File: config.mk
export PLATFORM = sky130hd
export DESIGN_NAME = or_16bit_stream_chip_flat
export DESIGN_NICKNAME = d
export VERILOG_FILES = /design/src/rtl/or_16bit_stream_chip_if.sv /design/src/rtl/or_16bit_stream_chip.sv /design/src/flat_wrapper.sv
export SDC_FILE = /design/constraint.sdc
export NUM_CORES = 1
export LEC_CHECK = 0
export CAP_MARGIN = 20
export CORE_ASPECT_RATIO = 0.75
export CORE_UTILIZATION = 46
export DETAILED_ROUTE_END_ITERATION = 6
export PLACE_DENSITY_LB_ADDON = 0.15
export SYNTH_ARGS = -nofsm -noshare
export SYNTH_HDL_FRONTEND = slang
export SYNTH_SLANG_ARGS = --single-unit
File: constraint.sdc
create_clock -name clk -period 1.3 [get_ports clk]
set_input_delay 0.325 -clock clk [delete_from_list [all_inputs] [get_ports clk]]
set_output_delay 0.325 -clock clk [all_outputs]
set_load 0.05 [all_outputs]
File: src/rtl/or_16bit_stream_chip_if.sv
// or_16bit_stream_chip_if: operand-pair input stream and OR-result output stream, both valid/ready.
interface or_16bit_stream_chip_if;
    logic        in_valid;
    logic        in_ready;
    logic [15:0] in_a;
    logic [15:0] in_b;
    logic        out_valid;
    logic        out_ready;
    logic [15:0] out_data;
    modport master (
        output in_valid, in_a, in_b, out_ready,
        input  in_ready, out_valid, out_data
    );
    modport slave (
        input  in_valid, in_a, in_b, out_ready,
        output in_ready, out_valid, out_data
    );
endinterface

File: src/rtl/or_16bit_stream_chip.sv
// or_16bit_stream_chip: small operand-pair FIFO whose head entry drives a combinational 16-bit OR chip.
module or_16bit_chip (
    output logic [15:0] out,
    input  logic [15:0] a,
    input  logic [15:0] b
);
    assign out = a | b;
endmodule

module or_16bit_stream_chip #(
    parameter int DEPTH = 2,
    parameter int PTR_W = 1
) (
    input  logic                  clk,
    input  logic                  reset_n,
    or_16bit_stream_chip_if.slave s,
    output logic [PTR_W:0]        level,
    output logic [15:0]           xfer_count
);
    localparam logic [PTR_W:0] FULL = (PTR_W + 1)'(DEPTH);
    logic [15:0]      r_a [DEPTH];
    logic [15:0]      r_b [DEPTH];
    logic [PTR_W-1:0] r_wptr;
    logic [PTR_W-1:0] r_rptr;
    logic [PTR_W:0]   r_level;
    logic [15:0]      r_xfer;
    logic             w_push;
    logic             w_pop;
    logic [PTR_W:0]   w_level_nxt;
    logic [15:0]      w_or;
    // Handshake flags depend on registered level only, so no in->out combinational path exists.
    assign s.in_ready  = r_level != FULL;
    assign s.out_valid = r_level != '0;
    assign w_push      = s.in_valid && s.in_ready;
    assign w_pop       = s.out_valid && s.out_ready;
    assign level       = r_level;
    assign xfer_count  = r_xfer;
    always_comb begin
        w_level_nxt = (w_push == w_pop) ? r_level :
                      w_push            ? r_level + (PTR_W + 1)'(1) :
                                          r_level - (PTR_W + 1)'(1);
    end
    always_ff @(posedge clk or negedge reset_n) begin
        if (!reset_n) begin
            for (int i = 0; i < DEPTH; i++) begin
                r_a[i] <= '0;
                r_b[i] <= '0;
            end
        end else if (w_push) begin
            r_a[r_wptr] <= s.in_a;
            r_b[r_wptr] <= s.in_b;
        end
    end
    always_ff @(posedge clk or negedge reset_n) begin
        if (!reset_n) begin
            r_wptr  <= '0;
            r_rptr  <= '0;
            r_level <= '0;
            r_xfer  <= '0;
        end else begin
            r_level <= w_level_nxt;
            if (w_push) r_wptr <= r_wptr + PTR_W'(1);
            if (w_pop) begin
                r_rptr <= r_rptr + PTR_W'(1);
                r_xfer <= r_xfer + 16'd1;
            end
        end
    end
    or_16bit_chip u_or (
        .out (w_or),
        .a   (r_a[r_rptr]),
        .b   (r_b[r_rptr])
    );
    assign s.out_data = w_or;
endmodule

File: src/flat_wrapper.sv
// flat-port wrapper written by rule: the top's interface ports become plain ports
module or_16bit_stream_chip_flat 
#(
    parameter int DEPTH = 2,
    parameter int PTR_W = 1
)
  (clk, reset_n, level, xfer_count, s_in_valid, s_in_a, s_in_b, s_out_ready, s_in_ready, s_out_valid, s_out_data);
  or_16bit_stream_chip_if s_i ();
  input  logic clk;
  input  logic reset_n;
  output logic [PTR_W:0] level;
  output logic [15:0] xfer_count;
  input wire logic [$bits(s_i.in_valid)-1:0] s_in_valid;
  input wire logic [$bits(s_i.in_a)-1:0] s_in_a;
  input wire logic [$bits(s_i.in_b)-1:0] s_in_b;
  input wire logic [$bits(s_i.out_ready)-1:0] s_out_ready;
  output wire logic [$bits(s_i.in_ready)-1:0] s_in_ready;
  output wire logic [$bits(s_i.out_valid)-1:0] s_out_valid;
  output wire logic [$bits(s_i.out_data)-1:0] s_out_data;
  assign s_i.in_valid = s_in_valid;
  assign s_i.in_a = s_in_a;
  assign s_i.in_b = s_in_b;
  assign s_i.out_ready = s_out_ready;
  assign s_in_ready = s_i.in_ready;
  assign s_out_valid = s_i.out_valid;
  assign s_out_data = s_i.out_data;
  or_16bit_stream_chip #(.DEPTH(DEPTH), .PTR_W(PTR_W)) u_core (.clk(clk), .reset_n(reset_n), .s(s_i), .level(level), .xfer_count(xfer_count));
endmodule
Word level (Yosys, flattened, before mapping):

Index checks and enable logic that the tools add are counted.

* logic and storage cells: 36
* flip-flop bits (word level): 84
* bits of input ports: 36
* output and inout port bits: 36

* bitwise operators: 3
* add/sub/neg operators: 5
* $lt $le $gt $ge: 3
* multiplexer cells: 11
* reductions and logical operators: 4
* eq/ne operators: 2

Operator list (count)
* $mux W16: 7
* $bwmux W32: 2
* $add A16 B1 Y16 const B: 1
* $demux W16 S1: 1
* $or A16 B16 Y16: 1
* $ge A2 B2 Y1 const B: 2
* $not A1 Y2: 2
* $logic_and A1 B1 Y1: 3
* $add A1 B1 Y1 const B: 2
* $add A2 B1 Y2 const B: 1
* $lt A2 B1 Y1 const B: 1
* $mux W2: 1
* $ne A2 B2 Y1 const B: 1
* $reduce_bool A2 Y1: 1
* $sub A2 B1 Y2 const B: 1
* $eq A1 B1 Y1: 1

Logic depth before layout (Yosys ltp):

* depth in word-level cells: 6
* gate-level depth with buffers: 6

Cells and area by module:

Synthesis repeated with hierarchy kept, for this count alone.

* cell total of the unflattened synthesis: 265
* area total of the unflattened synthesis: 3774.9 um^2

Modules (own cells, without submodules)
* or_16bit_stream_chip: cells each 249, area an instance 3674.8 um^2, instances 1, sequential area each 2102.0 um^2
* or_16bit_chip: cells each 16, area an instance 100.1 um^2, instances 1, sequential area each 0.0 um^2

Least setup slack after synthesis:

OpenSTA, ideal clock, no wires.

* kind: flip-flop to output port
* start: register u_core.r_rptr
* end: output port s_out_data[12]
* arrival time: 1649 ps
* cell stages (with the launch flop): 5
* buffers on the path: 2
* slack: -674 ps
* path through: dfrtp_1 -> clkbuf_1 -> clkbuf_1 -> nor3_1 -> a21oi_1

* cells in the longest elaborated chain, start to end: 5

Ends and longest elaborated chain
* from (decl): RTL line or_16bit_stream_chip.sv:24 `logic [PTR_W-1:0] r_rptr;`
* from (signal assigned): RTL line or_16bit_stream_chip.sv:64 `r_rptr <= r_rptr + PTR_W'(1);`
* $not A1 Y2 (not written as such) *: RTL line or_16bit_stream_chip.sv:71, or_16bit_stream_chip.sv:72
* $mux W16, on equally long branches (3 in a row): RTL line or_16bit_stream_chip.sv:71, or_16bit_stream_chip.sv:72
* $or A16 B16 Y16 *: RTL line or_16bit_stream_chip.sv:7 `assign out = a | b;`
* to (decl): RTL line flat_wrapper.sv:19 `output wire logic [$bits(s_i.out_data)-1:0] s_out_data;`

Mark *: on every way between the ends. The rest lies on a longest branch, timed or not. The select of a mux whose other input is x is not followed.

Worst setup path after layout:

* start: register u_core.r_rptr
* end: output port s_out_data[4]

The elaborated chain is that of the path after synthesis.

==> impl_metrics.py <==
metrics = {
    "timing": {
        "post-route-period-util_pct": 142,
        "max_freq_mhz": 542,
        "fin_ws_ps": -544,
        "skew_ps": 5.40,
        "hold_viol": 0,
        "rsz0062_at_grt": "yes",
        "max_slew_margin_pct": 76.7,
        "finalSetupTns_ps": -23770,
        "maxSlewViolCount": 0,
        "min_period_ps": 1840,
        "worst_pin_slew_ps": 350,
        "setup_violations": 107,
    },
    "global_routing": {
        "overflow": 0,
        "grt_use_total_pct": 25.7,
        "antenna_found_initial": 0,
        "grt_max_degree": 24,
        "grt_pass1_wl_mm": 16.2,
        "grt_pass1_vias": 3046,
    },
    "clock_network": {
        "clk_latency_ps": 360,
        "htreeDepth": 3,
        "cts-root-buf": "clkbuf_8",
        "path_clk_slew_ps": 80,
        "cts_num_sinks": 84,
        "cts_tree": "yes",
        "clockBufferDepth": 2,
        "cts-buffers-inserted": 9,
    },
    "placement": {
        "globalplace.congestion": 0.761,
        "io_buffers": 71,
        "dpl_cell_area_um2": 5520,
        "post-place-ws_ps": -506,
        "dp_hpwl_mm": 5.54,
    },
    "worst_setup_path": {
        "cp-start-kind": "flop",
        "worstSetupPathType": "flop to output port",
        "end_kind": "output port",
        "cpPeakStageDelay_ps": 520,
        "cp_max_fo": 7,
        "crit_chain": "buf_12, nor3_4, a21oi_4, buf_12",
        "worstPathRequired_ps": 980,
        "path_common_cell": "buf_12",
        "arrival_ps": 1520,
        "critPathSlowestCell": "dfrtp_2",
    },
    "floorplanning": {
        "rows": 27,
        "core_area_um2": 7530,
        "die_x_um": 105,
        "initial_core_util_pct": 48.9,
        "io_pins": 72,
        "dieArea_um2": 8370,
        "die_h_um": 79.5,
    },
    "logic_synthesis": {
        "synthCells": 263,
        "synthArstFlopShare_pct": 100,
        "synth_top_area_share_pct": 57.1,
        "synthTopCellsByCount": "dfrtp_1 (84), mux2_4 (33), mux2_2 (32), a21oi_1 (18), nor2_1 (18)",
        "yosysTopAreaCell": "dfrtp_1",
        "synth.most_common_cell": "dfrtp_1",
        "syn_avg_cell_area_um2": 14.0,
        "mappedNetlistArea_um2": 3680,
        "synth_area_leaders": "dfrtp_1 (57%), mux2_4 (13%), mux2_2 (9.8%)",
        "ys.flop_type": "dfrtp_1",
        "yosysWarnings": 0,
        "synth-edff-count": 0,
        "ys_types": 30,
        "synth-seq-cells": 84,
        "syn-num-nets": 300,
        "yosysSeqAreaShare_pct": 57.1,
    },
    "final_layout": {
        "syn_to_final_growth_pct": 74.5,
        "antenna_cells": 0,
        "final_cell_area_um2": 6430,
        "drive_gt1_share_pct": 63.1,
        "fin_nets": 447,
        "fin_util_pct": 85.3,
    },
    "routing": {
        "viasPerCell": 5.33,
        "first_pass_iters": 4,
        "wire_per_inst_um": 20.1,
        "drt_iter0_markers": 72,
        "vias": 2750,
        "wl_mm": 10.4,
        "detail-route-antenna-nets": 0,
        "post-route-drc-count": 0,
    },
    "power": {
        "p_per_area_nw_per_um2": 2610,
        "p_leak_nw": 2.95,
        "ir_worst_vdd_mv": 1.89,
        "finalPower_mw": 16.8,
    },
    "outcome": {
        "outcome": "complete, but fails checks",
        "violations": "negative setup slack",
    },
    "worst_hold_path": {
        "worstHoldPathType": "input pin to async pin",
    },
    "flow_run": {
        "maxCapViolations": 0,
    },
}
-- critical path, delay by kind of cell (launching register included) --
kind                   cells  cell delay, ps
AND/OR/NAND/NOR            1             240
AO/OA/AOI/OAI              1              60
flip-flops                 1             520
buffers and inverters      2             340
-- through the flow --
stage | hold WS, ps | instances
final | 418 | 516
after global routing | 437 | 516
after CTS | 418 | 514
after detailed placement | 263 | 460
after global placement | 258 | 460
after floorplan | 29.4 | 263
-- per-layer routing --
layer	share of wire (%)	track usage (%)	wire [µm]
met5	0	0	0
met4	2.4	5.77	244
met3	4.9	7.18	510
met2	50	44.2	5170
met1	43	32.5	4450
-- where the power goes --
group	leakage [nW]	internal (mW)	switching, mW
sequential	0.993	3.81	1.18
clock	0.0844	0.745	0.899
combinational	1.87	5.63	4.50
-- state kept, by name, indices dropped and copies added (netlist names) --
signal,count
u_core.r_a,32
u_core.r_b,32
u_core.xfer_count,16
u_core.level,2
u_core.r_rptr,1
u_core.r_wptr,1
-- cell type report --
cell class	instances	area [µm²]
well taps	101	126
multi-input cells	166	2080
fillers	324	1100
repair buffers	148	1940
flip-flops and latches	84	2120
inverters	1	3.75
clock buffers	14	153
clock inverters	2	10.0
-- worst paths after layout --
path	startpoint	endpoint	slack, ps	depth (start not counted)
max	u_core.r_rptr$_DFFE_PN0P_	s_out_data[4]	-540	4
min	reset_n	u_core.xfer_count[9]$_DFFE_PN0P_	420	2
max reg2reg	u_core.level[1]$_DFFE_PN0P_	u_core.r_a[29]$_DFFE_PN0P_	-320	7
min reg2reg	u_core.r_a[11]$_DFFE_PN0P_	u_core.r_a[11]$_DFFE_PN0P_	520	1
max in group asynchronous	reset_n	u_core.r_rptr$_DFFE_PN0P_	430	3
min in group clk	u_core.r_a[11]$_DFFE_PN0P_	u_core.r_a[11]$_DFFE_PN0P_	520	1
-- timing repair --
action                     4_1_cts  5_1_grt
hold endpoints to repair        20        0
gates resized for setup         62       47
setup buffers                   36       13
hold buffers                     1        0
pin swaps                       19        7
setup endpoints to repair      101      114
gates cloned                     6        0
-- cells by family (layout without fill, tap and decap cells) --
kind of cell	count (synthesis)	in the layout	share of synthesized area (%)
compound gates	23	23	3.40
xor+xnor	17	17	4.04
fa+ha+maj	1	1	0.340
buf+inv	13	165	2.92
flops	84	84	57.1
mux	65	65	23.2
simple gates	60	60	9.00
-- layout by cell type, fill, tap and decap left out, types with 2 or more instances in the layout --
cell / Yosys / final
xnor2_2: 0 / 6
nand4_1: 2 / 2
buf_4: 0 / 33
and3_4: 0 / 2
clkdlybuf4s50_1: 0 / 34
nand2_4: 1 / 4
and3_1: 5 / 2
mux2_4: 33 / 65
clkinv_2: 0 / 2
o21ai_1: 0 / 2
nor3_4: 0 / 13
nor2_1: 18 / 18
nand3_4: 1 / 4
xnor2_1: 15 / 9
buf_12: 0 / 46
clkbuf_8: 0 / 10
dfrtp_1: 84 / 69
nor3_1: 16 / 2
a21oi_1: 18 / 2
nand3_2: 0 / 3
dfrtp_2: 0 / 15
buf_8: 3 / 5
buf_6: 3 / 28
a21oi_4: 0 / 16
clkbuf_1: 4 / 4
(Power assumes the default switching activity.)
==> RTL edit: new RTL, same settings <==
`DEPTH` is set to 2 in 2 places; all go to 4.
--- a/src/rtl/or_16bit_stream_chip.sv
+++ b/src/rtl/or_16bit_stream_chip.sv
@@ -10,3 +10,3 @@
 module or_16bit_stream_chip #(
-    parameter int DEPTH = 2,
+    parameter int DEPTH = 4,
     parameter int PTR_W = 1
--- a/src/flat_wrapper.sv
+++ b/src/flat_wrapper.sv
@@ -3,3 +3,3 @@
 #(
-    parameter int DEPTH = 2,
+    parameter int DEPTH = 4,
     parameter int PTR_W = 1
Formal check against the unedited RTL: not equivalent (a bounded check fails within 4 cycles, from zero or initial values and one cycle with reset_n low).
==> RTL edit against the unedited design <==
The flow still finishes with violations (negative setup slack). Sequential cell count is the same. Design area up 0.90%. Final cell count up 1.4%. Count of clock-buffer cells in the layout is 3 lower. Clock skew increased by 3.7 ps. Die area increased by 3.1%. Critical path depth up 1. Global-route usage is 0.46 points higher. Via count up 1.0%. Area after synthesis rose by 3.2%. Setup slack got worse by 31 ps. Routed wire length rose by 3.5%.
Power is left out: it rests on default switching activity, and per cell area and clock period it moved more than threefold.
==> RTL edit: results (changes against the unedited design) <==
Timing
  – Worst Skew: 9.12 ps (+3.72 ps)
  – Worst-Margin Slew: 453 ps (+103 ps)
  – Final setup violating endpoints: 98 (-8.4%)
  – Final worst slack: -575 ps (-31.4 ps)

Synth
  – Largest cells by area after synthesis: dfrtp_1 55%, mux2_4 24%, xnor2_1 3.5%
  – Cell variety after synth: 29 (-3.3%)
  – Syn avg cell area: 14.2 um^2 (+1.6%)
  – Share of the yosys chip area belonging to registers: 0.553 (-0.0175)
  – Post-Syn Nets: 304 (+1.3%)

Global route
  – Largest net degree at the start of global routing: 85 (+250%)
  – First-pass GRT wire length: 16400 um (+0.89%)
  – Number of global-route vias before repair: 3026 (-0.66%)
  – Global-route usage over all layers: 0.262 (+0.00465)

Place
  – Area after DPL: 5630 um^2 (+1.9%)
  – Detail Placement HPWL: 5400 um (-2.5%)
  – Placement Setup Slack: -497 ps (+9.33 ps)
  – Dpl cells: 472 (+2.6%)

Routing
  – Post-DR wirelength/cell: 20.5 um (+2.1%)
  – Initial DRC count: 95 (+32%)
  – Vias per inst: 5.31 (-0.33%)

Setup path
  – Largest fanout on the critical path: 5 (-2)
  – Cell family with most CP delay: buffers and inverters
  – Reg2Reg Depth: 6 (-1)
  – Reg-to-reg critical path endpoint: u_core.r_a[46]
  – Max stage delay on crit path: 470 ps (-50 ps)

Status
  – Failing checks: negative setup slack
  – Outcome: finished, violations left

Finish
  – Share of cells above drive strength 1: 0.627 (-0.00453)
  – Fillcell total: 395 (+22%)
  – Layout Cells excl Fill: 523 (+1.4%)

Worst hold path
  – Worst hold-check path type: in2reg

Clock tree
  – Clock root cell: clkbuf_8
==> RTL edit: cell types whose count changed after synthesis, moves of 2 or more <==
cell / delta
buf_8: -3
and2_1: +2
mux2_4: +27
nand3_1: -2
and4_1: +2
mux2_2: -32
o21ai_0: -2
mux2i_1: +2
nand2b_1: +2
mux2_1: +4
buf_6: +3
nand2_1: +7
nor3_2: +2
and3_1: -4
==> RTL edit: cell type report <==
type,instances,area (um^2),share of cell area
clock buffer,11,151,0.0233
clock inverter,5,60.1,0.00926
multi-input combinational,172,2080,0.320
sequential,84,2120,0.327
tap,105,131,0.0203
timing repair buffer,146,1940,0.300
==> RTL edit: layer usage <==
metal  GRT usage  part of all wire
met2       0.434              0.51
met5           0                 0
met1       0.348              0.43
met3      0.0682             0.038
met4      0.0575             0.023
==> RTL edit: cell families (layout without fill, tap and decap cells) <==
family,count (synthesis),count (layout),synth area share
compound gates,19,19,0.0277
flops,84,84,0.553
simple gates,69,69,0.0988
buf+inv,11,162,0.0237
xor+xnor,17,17,0.0392
fa+ha+maj,1,1,0.00329
mux,66,66,0.254
==> RTL edit: worst reg2reg max path, cell delays in order (launching register included) <==
cell,delay [ps]
dfrtp_2,420
or2_4,270
buf_6,140
nand3_4,100
buf_12,140
buf_6,140
mux2_4,310
==> RTL edit: what timing repair did <==
action | in CTS | in global routing
endpoints found under the setup margin | 109 | 113
gates cloned | 9 | 0
hold buffers | 1 | 0
resized for setup | 51 | 31
endpoints found under the hold margin | 9 | 0
pin swaps | 20 | 18
setup buffers | 26 | 11
==> RTL edit: metrics by stage <==
stage	utilization	hold slack [ps]	TNS [ps]
floorplan	-	29.4	-25950
global placement	0.708	389	-34530
detailed placement	0.708	392	-37100
CTS	0.812	520	-27220
global route	0.816	486	-30660
finish	0.816	481	-26310
